--- src/rtl/cam_access_scheduler.sv ---
// ---------------------------------------------------------------------------
// cam_access_scheduler
//
// Purpose:
//   Shares the single CAM command port between the merged lookup stream and
//   the merged update stream.
//   - Updates normally win arbitration.
//   - A starvation counter guarantees that a waiting lookup eventually gets
//     the port.
//   - Lookups in flight (accepted but not yet answered) are counted and
//     capped.
//   - A flush request stops new accepts, waits for all in-flight work to
//     drain, and then pulses flush_done.
//
// Ports:
//   clk, rst                     clock, synchronous active-high reset
//   s_lookup_index/user/valid    lookup request in
//   s_lookup_ready               lookup request accepted (combinational grant)
//   s_update_index/data/user/valid  update request in
//   s_update_ready               update request accepted (combinational grant)
//   m_cmd_op/index/data/user     registered CAM command (op 0 = lookup, 1 = update)
//   m_cmd_valid, m_cmd_ready     CAM command handshake
//   rsp_fire                     one lookup result returned by the CAM
//   flush_req                    request to drain all in-flight work
//   flush_done                   one-cycle pulse when the drain is complete
//   outstanding                  number of lookups in flight
// ---------------------------------------------------------------------------
module cam_access_scheduler #(
    parameter int KEY_SIZE        = 8,
    parameter int VALUE_SIZE      = 32,
    parameter int USER_WIDTH      = 4,
    parameter int STARVE_LIMIT    = 4,
    parameter int MAX_OUTSTANDING = 4
) (
    input  logic                                   clk,
    input  logic                                   rst,
    input  logic [KEY_SIZE-1:0]                    s_lookup_index,
    input  logic [USER_WIDTH-1:0]                  s_lookup_user,
    input  logic                                   s_lookup_valid,
    output logic                                   s_lookup_ready,
    input  logic [KEY_SIZE-1:0]                    s_update_index,
    input  logic [VALUE_SIZE-1:0]                  s_update_data,
    input  logic [USER_WIDTH-1:0]                  s_update_user,
    input  logic                                   s_update_valid,
    output logic                                   s_update_ready,
    output logic                                   m_cmd_op,
    output logic [KEY_SIZE-1:0]                    m_cmd_index,
    output logic [VALUE_SIZE-1:0]                  m_cmd_data,
    output logic [USER_WIDTH-1:0]                  m_cmd_user,
    output logic                                   m_cmd_valid,
    input  logic                                   m_cmd_ready,
    input  logic                                   rsp_fire,
    input  logic                                   flush_req,
    output logic                                   flush_done,
    output logic [$clog2(MAX_OUTSTANDING+1)-1:0]   outstanding
);

    localparam int OUT_W    = $clog2(MAX_OUTSTANDING + 1);
    localparam int STARVE_W = $clog2(STARVE_LIMIT + 1);
    localparam logic [OUT_W-1:0]    OUT_MAX    = OUT_W'(MAX_OUTSTANDING);
    localparam logic [STARVE_W-1:0] STARVE_MAX = STARVE_W'(STARVE_LIMIT);

    typedef enum logic [1:0] {
        RUN   = 2'd0,
        DRAIN = 2'd1,
        DONE  = 2'd2
    } state_t;

    state_t              state;
    logic [STARVE_W-1:0] starve_cnt;

    logic slot_free;
    logic l_elig;
    logic u_elig;
    logic grant_lookup;
    logic grant_update;
    logic rsp_take;

    // Arbitration. The eligibility check deliberately uses the registered
    // outstanding count, so a response arriving this cycle does not free a
    // lookup slot until the next cycle.
    always_comb begin
        slot_free    = !m_cmd_valid || m_cmd_ready;
        l_elig       = s_lookup_valid && (outstanding < OUT_MAX);
        u_elig       = s_update_valid;
        grant_lookup = 1'b0;
        grant_update = 1'b0;
        if (state == RUN && slot_free) begin
            if (l_elig && (!u_elig || starve_cnt == STARVE_MAX)) begin
                grant_lookup = 1'b1;
            end else if (u_elig) begin
                grant_update = 1'b1;
            end
        end
        // A response when nothing is in flight is spurious and ignored.
        rsp_take = rsp_fire && (outstanding != '0);
    end

    assign s_lookup_ready = grant_lookup;
    assign s_update_ready = grant_update;

    // Single output register stage; the payload only moves when the slot is
    // free, which keeps it stable while the CAM back-pressures.
    always_ff @(posedge clk) begin
        if (rst) begin
            m_cmd_valid <= 1'b0;
            m_cmd_op    <= 1'b0;
            m_cmd_index <= '0;
            m_cmd_data  <= '0;
            m_cmd_user  <= '0;
        end else if (slot_free) begin
            m_cmd_valid <= grant_lookup || grant_update;
            if (grant_lookup) begin
                m_cmd_op    <= 1'b0;
                m_cmd_index <= s_lookup_index;
                m_cmd_data  <= '0;
                m_cmd_user  <= s_lookup_user;
            end else if (grant_update) begin
                m_cmd_op    <= 1'b1;
                m_cmd_index <= s_update_index;
                m_cmd_data  <= s_update_data;
                m_cmd_user  <= s_update_user;
            end
        end
    end

    // Starvation counter: counts update wins against an eligible lookup and
    // forgets its history as soon as the lookup wins or stops being eligible.
    always_ff @(posedge clk) begin
        if (rst) begin
            starve_cnt <= '0;
        end else if (grant_lookup || !l_elig) begin
            starve_cnt <= '0;
        end else if (grant_update && starve_cnt != STARVE_MAX) begin
            starve_cnt <= starve_cnt + STARVE_W'(1);
        end
    end

    // In-flight lookup counter; accept and response in one cycle cancel.
    always_ff @(posedge clk) begin
        if (rst) begin
            outstanding <= '0;
        end else begin
            case ({grant_lookup, rsp_take})
                2'b10:   outstanding <= outstanding + OUT_W'(1);
                2'b01:   outstanding <= outstanding - OUT_W'(1);
                default: outstanding <= outstanding;
            endcase
        end
    end

    // Flush sequencing. DRAIN blocks new grants; the registered command and
    // all in-flight lookups must be gone before DONE pulses flush_done.
    always_ff @(posedge clk) begin
        if (rst) begin
            state      <= RUN;
            flush_done <= 1'b0;
        end else begin
            flush_done <= 1'b0;
            case (state)
                RUN: begin
                    if (flush_req) begin
                        state <= DRAIN;
                    end
                end
                DRAIN: begin
                    if (!m_cmd_valid && outstanding == '0) begin
                        state      <= DONE;
                        flush_done <= 1'b1;
                    end
                end
                DONE: begin
                    state <= RUN;
                end
                default: begin
                    state <= RUN;
                end
            endcase
        end
    end

endmodule

--- config.mk ---
export PLATFORM = sky130hd
export DESIGN_NAME = cam_access_scheduler
export DESIGN_NICKNAME = d
export VERILOG_FILES = /design/src/rtl/cam_access_scheduler.sv
export SDC_FILE = /design/constraint.sdc
export NUM_CORES = 1
export LEC_CHECK = 0
export ABC_AREA = 1
export BUFFER_PORTS_ARGS = -buffer_cell sky130_fd_sc_hd__buf_2
export CORE_UTILIZATION = 52
export DETAILED_ROUTE_END_ITERATION = 8
export PLACE_DENSITY_LB_ADDON = 0.12
export SLEW_MARGIN = 20
export SYNTH_ARGS = -nofsm -noshare
export SYNTH_HDL_FRONTEND = slang
export SYNTH_SLANG_ARGS = --single-unit
--- constraint.sdc ---
create_clock -name clk -period 3.75 [get_ports clk]
set_input_delay 0.75 -clock clk [delete_from_list [all_inputs] [get_ports clk]]
set_output_delay 0.75 -clock clk [all_outputs]
set_load 0.03 [all_outputs]
==> metrics.md, run 1 <==
| Metric | Value |
|---|---|
| Start-to-end type of the worst setup path | flop to output port |
| Floorplan die height | 75.1 um |
| Fin. max-slew vios | 0 |
| Detailed-route vias per instance | approximately 4.7 |
| Min Clock Period, post-route | 2.58 ns |
| Number of vias after detailed routing | roughly 2500 |
| Die Outline Area | approximately 5600 um^2 |
| # DRC | 0 |
| Setup fix buffers added after clock tree synthesis | 0 |
| Fraction of synthesized area in multiplexers | 0% |
| Clock insertion delay at the later pin of the skew report | approximately 0.30 ns |
| Total routing usage reported by global routing | roughly a fifth |
| Fraction of post-synthesis cell area in the top cell type by area | roughly two fifths |
| Post-cts sizing count | 0 |
| Number of endpoints with negative hold slack in the final report | 0 |
| Total length of routed wires | 5.86 mm |
| Worst-path clk slew | 0.10 ns |
| Synth-to-Final Area Change | 22.1% |
| Row Count | 26 |
| Starting DRC count in detailed routing | roughly 120 |
| GRT Residual Overflow | 0 |
| Final setup violation count | 0 |
| Synthesized area per cell | approximately 8 um^2 |
| TritonCTS clock tree | done |
| Peak fanout along the critical path | 13 |
| Total instance count after detailed placement | 515 |
| Diode insertion count for antenna repair | 0 |
| Slew @ Worst Pin | 0.626 ns |
| Register bit total from synthesis | 55 |
| Detailed-router iteration count before antenna repair | 4 |
| Critical path arrival | 1.83 ns |
| Adder-cell share of the synthesized area | 2.07% |
| Largest net degree at the start of global routing | 48 |
| Met1 layer usage reported by global route | 25.7% |
| Core box area | ~5100 um^2 |
| Share of the synthesized area in compound gates (AO/OA/AOI/OAI) | 17.6% |
| Min-Delay Path Class | flop to flop |
| Distinct cell type count of the synthesized netlist | 30 |
| Crit. End Element | output port |
| Initial cell density of the core | 54.3% |
| Sequential share of the synthesized area | a little under 40% |
| Top-Level Pins | roughly 120 |
| Combinational family with the most area after synthesis | simple AND/OR/NAND/NOR gates |
| HPWL after DPL | 4.28 mm |
| Post-synth net total | between 400 and 500 |
| Count of clock tree sinks | 55 |
| Via count of the first global-routing pass | 2162 |
| CTS Buffer Depth | 2 |
| GP Congestion | approximately 0.76 |
| Layout cell share with drive strength beyond 1 | 38.2% |
| Maximum level of the CTS H-tree | 2 |
| Static leakage | between 1.5 and 2 nW |
| Number of antenna violations at the first check in global routing | 0 |
| Worst setup SP type | flop |
| Global-route wire length before repair | around 9.4 mm |
| Die W | approximately 75 um |
| Headroom to the max-slew limit | around three fifths |
| Max IR drop VDD | 271 uV |
| Clock tree skew after final layout | about 0.0059 ns |
| DRT antenna net count | 0 |
| Number of instances in the synthesized netlist | between 300 and 400 |
| Mapped Area | between 2000 and 3000 um^2 |
| Highest achievable clock rate | around 390 MHz |
| Simple-gate share of the synthesized area | a little under 30% |
| Final clock period utilization by the worst path | between 60% and 70% |
| Number of inserted filler cells in the final layout | 486 |
| Number of hold buffers added after CTS | 0 |
| Power per unit of standard cell area | 557 nW/um^2 |
| Share of the synthesized netlist area taken by xor and xnor gates | 0.316% |
| Unrepaired setup endpoints after global routing | false |
| Non-filler instance count after layout | roughly 520 |
| Final-stage net count | roughly 520 |
| Total CTS buffers | 5 |
| Top post-synthesis cells by area | sky130_fd_sc_hd__dfxtp_1 40%, sky130_fd_sc_hd__nor2_1 8.1%, sky130_fd_sc_hd__nand2_1 6.9% |
| Port bufs | around 110 |
| Result of the run | complete, no violations |
| Met2 Use GR | a little under two fifths |
| Busiest layer in global routing | met2 |
| Yosys synthesis warning count | 0 |
| Root buffer cell | sky130_fd_sc_hd__clkbuf_8 |
| Met3 track demand over resource in global routing | ~4.6% |
| Routed length per instance | between 10 and 15 um |
| Data required time of the critical path | approximately 3.0 ns |
| # Max-Cap Violations | 0 |
| Post-synth top area cell | sky130_fd_sc_hd__dfxtp_1 |
| Final total negative setup slack | 0 ns |
[through the flow]
step                hold WS [ns]  utilization [%]  setup slack [ns]  area (um^2)  power (W)
finish                     0.472             66.3              1.17         3390    0.00189
detailed placement         0.461             64.6              1.06         3300    0.00158
floorplan                  0.466                -              1.29         2780    0.00141
global route               0.489             66.3              1.02         3390    0.00203
global placement           0.457             64.6              1.12         3300    0.00157
CTS                        0.476             66.3              1.17         3390    0.00191
[synth_stat cells]
cell                       count
sky130_fd_sc_hd__a21oi_1      15
sky130_fd_sc_hd__a21oi_2       9
sky130_fd_sc_hd__a21oi_4       1
sky130_fd_sc_hd__a31oi_1       1
sky130_fd_sc_hd__buf_1         1
sky130_fd_sc_hd__buf_2         8
sky130_fd_sc_hd__buf_4         1
sky130_fd_sc_hd__buf_6         8
sky130_fd_sc_hd__clkbuf_1      4
sky130_fd_sc_hd__dfxtp_1      55
sky130_fd_sc_hd__fa_1          1
sky130_fd_sc_hd__ha_1          3
sky130_fd_sc_hd__inv_1        39
sky130_fd_sc_hd__inv_2         2
sky130_fd_sc_hd__nand2_1      51
sky130_fd_sc_hd__nand2_2       2
sky130_fd_sc_hd__nand2_4       2
sky130_fd_sc_hd__nand3_1      32
sky130_fd_sc_hd__nand3_2      14
sky130_fd_sc_hd__nand4_1       1
sky130_fd_sc_hd__nor2_1       60
sky130_fd_sc_hd__nor2_2        1
sky130_fd_sc_hd__nor2_4        1
sky130_fd_sc_hd__nor2_8        1
sky130_fd_sc_hd__nor4_1        2
sky130_fd_sc_hd__o211ai_2     15
sky130_fd_sc_hd__o21ai_0       6
sky130_fd_sc_hd__o21ai_1       1
sky130_fd_sc_hd__o21bai_1     12
sky130_fd_sc_hd__xor2_1        1
[final cells by class]
class / count / area (um^2) / share of cell area [%]
clock buffers: 5 / 68.8 / 2.03
clock inverters: 3 / 20.0 / 0.591
inverters: 41 / 154 / 4.54
multi-input cells: 232 / 1360 / 40.3
flip-flops and latches: 55 / 1100 / 32.5
well taps: 70 / 87.6 / 2.58
repair buffers: 117 / 593 / 17.5
[registers in the layout, indices dropped and copies added, names as in the netlist]
name and count:
m_cmd_op 1, m_cmd_valid 1, outstanding 3, m_cmd_index 8, m_cmd_user 4, state 2, m_cmd_data 32, starve_cnt 3
flush_done 1
[final timing paths]
check	start	end	slack, ns	cells past startpoint
hold reg to reg	m_cmd_data[26]	m_cmd_data[26]	0.47	2
setup reg to reg	m_cmd_valid	m_cmd_data[15]	1.60	8
setup / recovery	starve_cnt[0]	s_lookup_ready	1.17	7
hold / removal	m_cmd_data[26]	m_cmd_data[26]	0.47	2
[cells in the final DEF, fill, tap and decap left out]
cell                           n
sky130_fd_sc_hd__inv_1        39
sky130_fd_sc_hd__a31oi_1       1
sky130_fd_sc_hd__a21oi_1      15
sky130_fd_sc_hd__nand3_2      14
sky130_fd_sc_hd__nor2_8        1
sky130_fd_sc_hd__ha_1          3
sky130_fd_sc_hd__o211ai_2     15
sky130_fd_sc_hd__clkinvlp_4    2
sky130_fd_sc_hd__dfxtp_1      55
sky130_fd_sc_hd__nand2_1      51
sky130_fd_sc_hd__nor2_1       60
sky130_fd_sc_hd__nand2_4       2
sky130_fd_sc_hd__buf_4         3
sky130_fd_sc_hd__xor2_1        1
sky130_fd_sc_hd__buf_2       114
sky130_fd_sc_hd__o21ai_0       6
sky130_fd_sc_hd__nand3_1      32
sky130_fd_sc_hd__o21ai_1       1
sky130_fd_sc_hd__o21bai_1     12
sky130_fd_sc_hd__a21oi_4       1
sky130_fd_sc_hd__a21oi_2       9
sky130_fd_sc_hd__clkinv_2      1
sky130_fd_sc_hd__nand2_2       2
sky130_fd_sc_hd__inv_2         2
sky130_fd_sc_hd__clkbuf_8      5
sky130_fd_sc_hd__nand4_1       1
sky130_fd_sc_hd__nor4_1        2
sky130_fd_sc_hd__fa_1          1
sky130_fd_sc_hd__nor2_2        1
sky130_fd_sc_hd__nor2_4        1
[cell families (layout without fill, tap and decap cells)]
logic type,count (synthesis),count (layout)
buf+inv,63,166
flops,55,55
simple gates,167,167
xor+xnor,1,1
fa+ha+maj,4,4
compound gates,60,60
[metal layers]
metal / wire, um / part of all wire, %
met1: 2670 / 45
met2: 2760 / 47
met3: 399 / 6.8
met4: 37 / 0.63
met5: 0 / 0
[critical path, cell delays in order, from the launching register on]
cell and delay (ns):
sky130_fd_sc_hd__dfxtp_1 0.34, sky130_fd_sc_hd__inv_1 0.08, sky130_fd_sc_hd__ha_1 0.16, sky130_fd_sc_hd__nand2_2 0.07, sky130_fd_sc_hd__nand2_1 0.14, sky130_fd_sc_hd__nand2_1 0.26, sky130_fd_sc_hd__nor2_1 0.24, sky130_fd_sc_hd__buf_2 0.23
[where the power goes]
part / internal, W / total [W] / leakage [nW] / switching, W
logic: 0.000249 / 0.000822 / 1.22 / 0.000573
registers: 0.000686 / 0.000741 / 0.453 / 0.0000545
clock network: 0.000130 / 0.000325 / 0.0402 / 0.000195
total: 0.00107 / 0.00189 / 1.71 / 0.000822
Note: power is estimated with default switching activity, not from simulation.
==> run 2: changes to the inputs <==
--- a/config.mk
+++ b/config.mk
@@ -7,7 +7,7 @@
 export LEC_CHECK = 0
 export ABC_AREA = 1
 export BUFFER_PORTS_ARGS = -buffer_cell sky130_fd_sc_hd__buf_2
-export CORE_UTILIZATION = 52
+export CORE_UTILIZATION = 43
 export DETAILED_ROUTE_END_ITERATION = 8
 export PLACE_DENSITY_LB_ADDON = 0.12
 export SLEW_MARGIN = 20
==> constraint.sdc (replaced) <==
create_clock -name clk -period 2.1 [get_ports clk]
set_input_delay 0.42 -clock clk [delete_from_list [all_inputs] [get_ports clk]]
set_output_delay 0.42 -clock clk [all_outputs]
set_load 0.03 [all_outputs]
==> run 2 against run 1 <==
Via count grew 3.6%; sequential power grew 79%; core utilization shrank 8.8 points; clock power grew 110%; critical path depth is the same; die area grew 20%; global-route usage shrank 1.3 points; setup slack lost 1.1 ns; sequential share of layout area shrank 0.83 points; largest power group unchanged.
==> metrics.md, run 2 (same netlist as run 1, synthesis figures left out) <==
| Metric | Value |
|---|---|
| Min Clock Period, post-route | 2.00 ns |
| Critical path buffer and inverter count | 3 (was 2) |
| Number of inserted filler cells in the final layout | 645 (was 486) |
| TritonCTS clock tree | done (unchanged) |
| Starting DRC count in detailed routing | 110 (was 116) |
| Cell type of the slowest stage on the worst timing path | sky130_fd_sc_hd__dfxtp_2 (was sky130_fd_sc_hd__dfxtp_1) |
| Pint | 0.00207 W (was 0.00107 W) |
| Floorplan die height | 82.3 um (was 75.1 um) |
| Result of the run | complete, no violations (unchanged) |
| # Max-Cap Violations | 0 (unchanged) |
| DRT antenna net count | 0 (unchanged) |
| Critical path arrival | 1.58 ns (was 1.83 ns) |
| Combinational Power Share | 43.5% (about the same) |
| CTS Buffer Depth | 2 (unchanged) |
| Dominant cell type by count on the critical path | sky130_fd_sc_hd__buf_4 (was sky130_fd_sc_hd__nand2_1) |
| Leading cell type in the layout, fill and taps excluded | sky130_fd_sc_hd__buf_2 (unchanged) |
| Maximum level of the CTS H-tree | 2 (unchanged) |
| Top-Level Pins | 115 (unchanged) |
| Clock insertion delay at the later pin of the skew report | 0.30 ns (about the same) |
| Number of flip-flops under the largest register name | 32 (unchanged) |
| Data required time of the critical path | 1.68 ns (was 3.00 ns) |
| Crit. End Element | output port (unchanged) |
| Count of clock tree sinks | 55 (unchanged) |
| Initial cell density of the core | 45.8% (was 54.3%) |
| Number of endpoints with negative hold slack in the final report | 0 (unchanged) |
| Row Count | 28 (was 26) |
| R2r setup slk | 0.16 ns (was 1.60 ns) |
| Final-stage net count | 526 (was 519) |
| Min-Delay Path Class | input port to flop (was flop to flop) |
| Final setup violation count | 0 (unchanged) |
| Detailed-route vias per instance | 4.81 (was 4.74) |
| Post-layout total power | 0.00357 W (was 0.00189 W) |
| Total length of routed wires | 6.49 mm (was 5.86 mm) |
| Net Switching | 0.00149 W (was 0.000822 W) |
| GP Congestion | 0.812 (was 0.762) |
| Layout cell share with drive strength beyond 1 | 39.7% (was 38.2%) |
| Final clock period utilization by the worst path | 95.5% |
| Post-cts sizing count | 0 (unchanged) |
| # DRC | 0 (unchanged) |
| Root buffer cell | sky130_fd_sc_hd__clkbuf_8 (unchanged) |
| Portion of total power attributed to sequential cells | 37.3% (was 39.2%) |
| Largest net degree at the start of global routing | 48 (unchanged) |
| GRT Residual Overflow | 0 (unchanged) |
| Routed length per instance | 12.2 um (was 11.2 um) |
| Unrepaired setup endpoints after global routing | true (was false) |
| Biggest register | m_cmd_data (unchanged) |
| Diode insertion count for antenna repair | 0 (unchanged) |
| Top Registers | m_cmd_data: 32 flops, m_cmd_index: 8 flops, m_cmd_user: 4 flops (unchanged) |
| Worst setup SP type | flop (unchanged) |
| Highest achievable clock rate | around 500 MHz |
| Total CTS buffers | 5 (unchanged) |
| Peak fanout along the critical path | 13 (unchanged) |
| Synth-to-Final Area Change | 25.7% (was 22.1%) |
| HPWL after DPL | 4.65 mm (was 4.28 mm) |
| Fin. max-slew vios | 0 (unchanged) |
| Total routing usage reported by global routing | 19.8% (was 21.0%) |
| Portion of total power attributed to the clock network | 19.2% (was 17.2%) |
| Core box area | 6060 um^2 (was 5110 um^2) |
| Max incr delay on CP | 0.34 ns (about the same) |
| Number of vias after detailed routing | 2568 (was 2478) |
| Proportion of total power due to net switching | 41.9% (was 43.5%) |
| Total instance count after detailed placement | 527 (was 515) |
| Die Outline Area | 6780 um^2 (was 5630 um^2) |
| Die W | 82.3 um (was 75.1 um) |
| Via count of the first global-routing pass | 2341 (was 2162) |
| Detailed-router iteration count before antenna repair | 4 (unchanged) |
| Slew @ Worst Pin | 0.530 ns (was 0.626 ns) |
| Static leakage | 1.76 nW (was 1.71 nW) |
| Number of antenna violations at the first check in global routing | 0 (unchanged) |
| Clock tree skew after final layout | 0.00838 ns (was 0.00591 ns) |
| Start-to-end type of the worst setup path | flop to output port (unchanged) |
| Crit path cell chain | inv_1 -> ha_1 -> nand2_2 -> a21oi_4 -> buf_4 -> nor2_8 -> buf_4 (was inv_1 -> ha_1 -> nand2_2 -> nand2_1 -> nand2_1 -> nor2_1 -> buf_2) |
| Non-filler instance count after layout | 534 (was 523) |
| Number of hold buffers added after CTS | 0 (unchanged) |
| Port bufs | 114 (unchanged) |
| Most used cells in the layout excluding fill and tap cells | 112 x sky130_fd_sc_hd__buf_2, 59 x sky130_fd_sc_hd__nor2_1, 52 x sky130_fd_sc_hd__dfxtp_1, 51 x sky130_fd_sc_hd__nand2_1, 39 x sky130_fd_sc_hd__inv_1 (was 114 x sky130_fd_sc_hd__buf_2, 60 x sky130_fd_sc_hd__nor2_1, 55 x sky130_fd_sc_hd__dfxtp_1, 51 x sky130_fd_sc_hd__nand2_1, 39 x sky130_fd_sc_hd__inv_1) |
| Max IR drop VDD | 436 uV (was 271 uV) |
| Global-route wire length before repair | 10.4 mm (was 9.36 mm) |
| Setup fix buffers added after clock tree synthesis | 0 (unchanged) |
| Power per unit of standard cell area | 1020 nW/um^2 (was 557 nW/um^2) |
| Worst-path clk slew | 0.10 ns (about the same) |
| Crit path max-delay family | buffers and inverters (was simple AND/OR/NAND/NOR gates) |
| Headroom to the max-slew limit | 64.7% (was 58.2%) |
==> run 2: cell count changes in the layout (fill, tap and decap cells not counted), sizes merged <==
cell      before  now
clkinvlp       2    0
clkbuf         5    7
clkinv         1    0
buf          117  123
bufinv         0    1
==> run 2: metrics by stage <==
stage	util, %	hold WS (ns)	instance area (um^2)	TNS (ns)	setup WS [ns]
CTS	57.3	0.353	3480	0	0.0176
finish	57.6	0.361	3490	0	0.0951
global route	57.6	0.352	3490	-0.0109	-0.0109
floorplan	-	0.466	2780	-0.00785	-0.00785
detailed placement	55.7	0.463	3370	-0.0328	-0.0101
global placement	55.7	0.458	3370	0	0.0443
==> run 2: area by class of cell <==
class,count,area (um^2),area share (%)
Multi-Input combinational cell,232,1370,39.2
Sequential cell,55,1100,31.7
Timing Repair Buffer,124,667,19.1
Inverter,41,154,4.41
Tap cell,75,93.8,2.69
Clock buffer,6,72.6,2.08
Clock inverter,1,30.0,0.861
==> run 2: power groups by stage <==
stage / clock network [W] / registers (W) / logic [W]
after floorplan: 0 / 0.00169 / 0.000835
after global placement: 0 / 0.00136 / 0.00154
after detailed placement: 0 / 0.00136 / 0.00156
after CTS: 0.000706 / 0.00133 / 0.00156
after global routing: 0.000760 / 0.00136 / 0.00172
final: 0.000685 / 0.00133 / 0.00155
==> run 2: worst paths after layout <==
| kind | from | to | cells past startpoint |
|---|---|---|---|
| max | starve_cnt[0] | s_update_ready | 7 |
| max reg2reg | starve_cnt[0] | outstanding[2] | 13 |
| min | s_update_data[1] | m_cmd_data[1] | 3 |
| min reg2reg | m_cmd_data[1] | m_cmd_data[1] | 2 |
==> run 2: worst min-delay path, stage by stage <==
cell                      delay [ns]
sky130_fd_sc_hd__buf_2          0.10
sky130_fd_sc_hd__nand2_1        0.07
sky130_fd_sc_hd__a21oi_2        0.05
==> run 2: routing by layer <==
metal / vias to the layer above / global-route usage (%) / routed length, um
met3: 7 / 4.95 / 421
li1: 1345 / - / -
met1: 1139 / 24.5 / 3030
met5: - / 0 / 0
met4: 0 / 5.96 / 61
met2: 77 / 33.6 / 2980
==> run 3: changes to the inputs <==
--- a/config.mk
+++ b/config.mk
@@ -6,7 +6,7 @@
 export NUM_CORES = 1
 export LEC_CHECK = 0
 export ABC_AREA = 1
-export BUFFER_PORTS_ARGS = -buffer_cell sky130_fd_sc_hd__buf_2
+export BUFFER_PORTS_ARGS = -buffer_cell sky130_fd_sc_hd__clkbuf_2
 export CORE_UTILIZATION = 43
 export DETAILED_ROUTE_END_ITERATION = 8
 export PLACE_DENSITY_LB_ADDON = 0.12
==> run 3 against run 2 <==
Total power is 2.7% lower; die area unchanged; largest power group unchanged; non-clock buffer count is 3 higher; via count up 1.2%; worst hold slack lost 0.017 ns.
==> metrics.md, run 3 (same netlist as run 1, synthesis figures left out) <==
| Metric | Value |
|---|---|
| Result of the run | complete, no violations (unchanged) |
| Setup fix buffers added after clock tree synthesis | 0 (unchanged) |
| Peak fanout along the critical path | 13 (unchanged) |
| Crit path max-delay family | buffers and inverters (unchanged) |
| Clock tree skew after final layout | 0.00693 ns (was 0.00838 ns) |
| Fin. max-slew vios | 0 (unchanged) |
| CTS Buffer Depth | 2 (unchanged) |
| Number of antenna violations at the first check in global routing | 0 (unchanged) |
| Final hold slack | 0.344 ns (was 0.361 ns) |
| GP Congestion | 0.768 (was 0.812) |
| Die Outline Area | 6780 um^2 (unchanged) |
| Final setup violation count | 0 (unchanged) |
| Min-Delay Path Class | input port to flop (unchanged) |
| Critical path arrival | 1.58 ns (about the same) |
| Synth-to-Final Area Change | 25.7% (about the same) |
| Total instance count after detailed placement | 530 (was 527) |
| Number of endpoints with negative hold slack in the final report | 0 (unchanged) |
| Number of flip-flops under the largest register name | 32 (unchanged) |
| Largest net degree at the start of global routing | 48 (unchanged) |
| Non-filler instance count after layout | 538 (was 534) |
| Highest achievable clock rate | 500 MHz (was 499 MHz) |
| Met2 routed WL | 3.01 mm (was 2.98 mm) |
| Clock insertion delay at the later pin of the skew report | 0.30 ns (about the same) |
| Worst hold path depth | 3 (unchanged) |
| DRT antenna net count | 0 (unchanged) |
| Port bufs | 114 (unchanged) |
| Cell Area, Placed | 3400 um^2 (was 3370 um^2) |
| Number of hold buffers added after CTS | 0 (unchanged) |
| Start-to-end type of the worst setup path | flop to output port (unchanged) |
| Die W | 82.3 um (unchanged) |
| Power per unit of standard cell area | 995 nW/um^2 (was 1020 nW/um^2) |
| Count of clock tree sinks | 55 (unchanged) |
| Crit. End Element | output port (unchanged) |
| Cell type of the slowest stage on the worst timing path | sky130_fd_sc_hd__dfxtp_2 (unchanged) |
| HPWL after DPL | 4.79 mm (was 4.65 mm) |
| Biggest register | m_cmd_data (unchanged) |
| Slew @ Worst Pin | 0.434 ns (was 0.530 ns) |
| GRT Residual Overflow | 0 (unchanged) |
| Detailed-router iteration count before antenna repair | 4 (unchanged) |
| Initial cell density of the core | 45.8% (unchanged) |
| Starting DRC count in detailed routing | 100 (was 110) |
| Total routing usage reported by global routing | 19.7% (was 19.8%) |
| Floorplan die height | 82.3 um (unchanged) |
| Top-Level Pins | 115 (unchanged) |
| Worst R2R Path Depth | 13 (unchanged) |
| TritonCTS clock tree | done (unchanged) |
| Final clock period utilization by the worst path | 95.2% (was 95.5%) |
| Detailed-route vias per instance | 4.83 (was 4.81) |
| Data required time of the critical path | 1.68 ns (about the same) |
| Core box area | 6060 um^2 (unchanged) |
| Met3 wire length | 384 um (was 421 um) |
| Min Clock Period, post-route | 2.00 ns (about the same) |
| Diode insertion count for antenna repair | 0 (unchanged) |
| Post-cts sizing count | 0 (unchanged) |
| Leading cell type in the layout, fill and taps excluded | sky130_fd_sc_hd__clkbuf_2 (was sky130_fd_sc_hd__buf_2) |
| Root buffer cell | sky130_fd_sc_hd__clkbuf_8 (unchanged) |
| Static leakage | 1.75 nW (was 1.76 nW) |
| Cell count along the critical path | 7 (unchanged) |
| Global-route wire length before repair | 10.4 mm (unchanged) |
| Critical path buffer and inverter count | 3 (unchanged) |
| Max incr delay on CP | 0.34 ns (about the same) |
| Total length of routed wires | 6.48 mm (was 6.49 mm) |
| Number of inserted filler cells in the final layout | 596 (was 645) |
| Total CTS buffers | 5 (unchanged) |
| Highest signal layer in the routed design | met4 (unchanged) |
| Routed length per instance | 12.0 um (was 12.2 um) |
| Max IR drop VDD | 531 uV (was 436 uV) |
| Post-route met1 wirelength | 3.04 mm (was 3.03 mm) |
| Layout cell share with drive strength beyond 1 | 40.2% (was 39.7%) |
| Most used cells in the layout excluding fill and tap cells | 112 x sky130_fd_sc_hd__clkbuf_2, 59 x sky130_fd_sc_hd__nor2_1, 52 x sky130_fd_sc_hd__dfxtp_1, 51 x sky130_fd_sc_hd__nand2_1, 39 x sky130_fd_sc_hd__inv_1 (was 112 x sky130_fd_sc_hd__buf_2, 59 x sky130_fd_sc_hd__nor2_1, 52 x sky130_fd_sc_hd__dfxtp_1, 51 x sky130_fd_sc_hd__nand2_1, 39 x sky130_fd_sc_hd__inv_1) |
| Row Count | 28 (unchanged) |
| # DRC | 0 (unchanged) |
| # Max-Cap Violations | 0 (unchanged) |
| Headroom to the max-slew limit | 71.1% (was 64.7%) |
| Unrepaired setup endpoints after global routing | true (unchanged) |
| Number of vias after detailed routing | 2600 (was 2568) |
| Top Registers | m_cmd_data: 32 flops, m_cmd_index: 8 flops, m_cmd_user: 4 flops (unchanged) |
| Maximum level of the CTS H-tree | 2 (unchanged) |
| Post-route cell area | 3490 um^2 (about the same) |
| Worst-path clk slew | 0.10 ns (about the same) |
| Final-stage net count | 529 (was 526) |
| Worst setup SP type | flop (unchanged) |
| Via count of the first global-routing pass | 2349 (was 2341) |
| Crit path cell chain | inv_1 -> ha_1 -> nand2_2 -> a21oi_4 -> buf_4 -> nor2_8 -> clkbuf_4 (was inv_1 -> ha_1 -> nand2_2 -> a21oi_4 -> buf_4 -> nor2_8 -> buf_4) |
-- run 3: layout make-up --
cell class | count | area [um^2] | share of cell area, %
Clock buffer | 6 | 72.6 | 2.08
Clock inverter | 2 | 12.5 | 0.359
Inverter | 41 | 154 | 4.41
Multi-Input combinational cell | 232 | 1370 | 39.2
Sequential cell | 55 | 1100 | 31.7
Tap cell | 75 | 93.8 | 2.69
Timing Repair Buffer | 127 | 686 | 19.6
-- run 3: worst paths after layout --
kind,slack [ns],endpoint,from
worst max register to register,0.20,outstanding[2],starve_cnt[0]
worst min register to register,0.48,m_cmd_data[29],m_cmd_data[29]
worst max-delay path,0.10,s_update_ready,starve_cnt[0]
worst min-delay path,0.34,m_cmd_data[24],s_update_data[24]
-- run 3: metal layers --
metal,track usage (%),up-vias
met4,5.09,0
met1,25.3,1174
met2,33.6,74
met5,0,-
li1,-,1347
met3,3.74,5
-- run 3: report_power, final --
group	internal (W)	leakage (nW)	switching [W]
logic	0.000500	1.25	0.00106
registers	0.00123	0.454	0.000110
clock network	0.000234	0.0412	0.000341
total	0.00196	1.75	0.00151
-- run 3: worst reg2reg max path, stage by stage, from the launching register on --
cell                      delay [ns]
sky130_fd_sc_hd__dfxtp_2        0.35
sky130_fd_sc_hd__inv_1          0.05
sky130_fd_sc_hd__ha_1           0.20
sky130_fd_sc_hd__nand2_2        0.10
sky130_fd_sc_hd__a21oi_4        0.07
sky130_fd_sc_hd__nand2_4        0.07
sky130_fd_sc_hd__ha_1           0.14
sky130_fd_sc_hd__inv_1          0.07
sky130_fd_sc_hd__fa_1           0.39
sky130_fd_sc_hd__a21oi_1        0.14
sky130_fd_sc_hd__o21ai_1        0.09
sky130_fd_sc_hd__nand2_1        0.07
sky130_fd_sc_hd__nand2_1        0.04
sky130_fd_sc_hd__nor2_1         0.08
-- run 3: through the flow --
step | worst slack, ns | power [W] | utilization (%) | TNS [ns]
after floorplan | -0.00785 | 0.00253 | - | -0.00785
after global placement | 0.193 | 0.00291 | 56.0 | 0
after detailed placement | 0.142 | 0.00293 | 56.0 | 0
after CTS | 0.0538 | 0.00351 | 57.4 | 0
after global routing | -0.000171 | 0.00373 | 57.6 | -0.000171
final | 0.100 | 0.00347 | 57.6 | 0
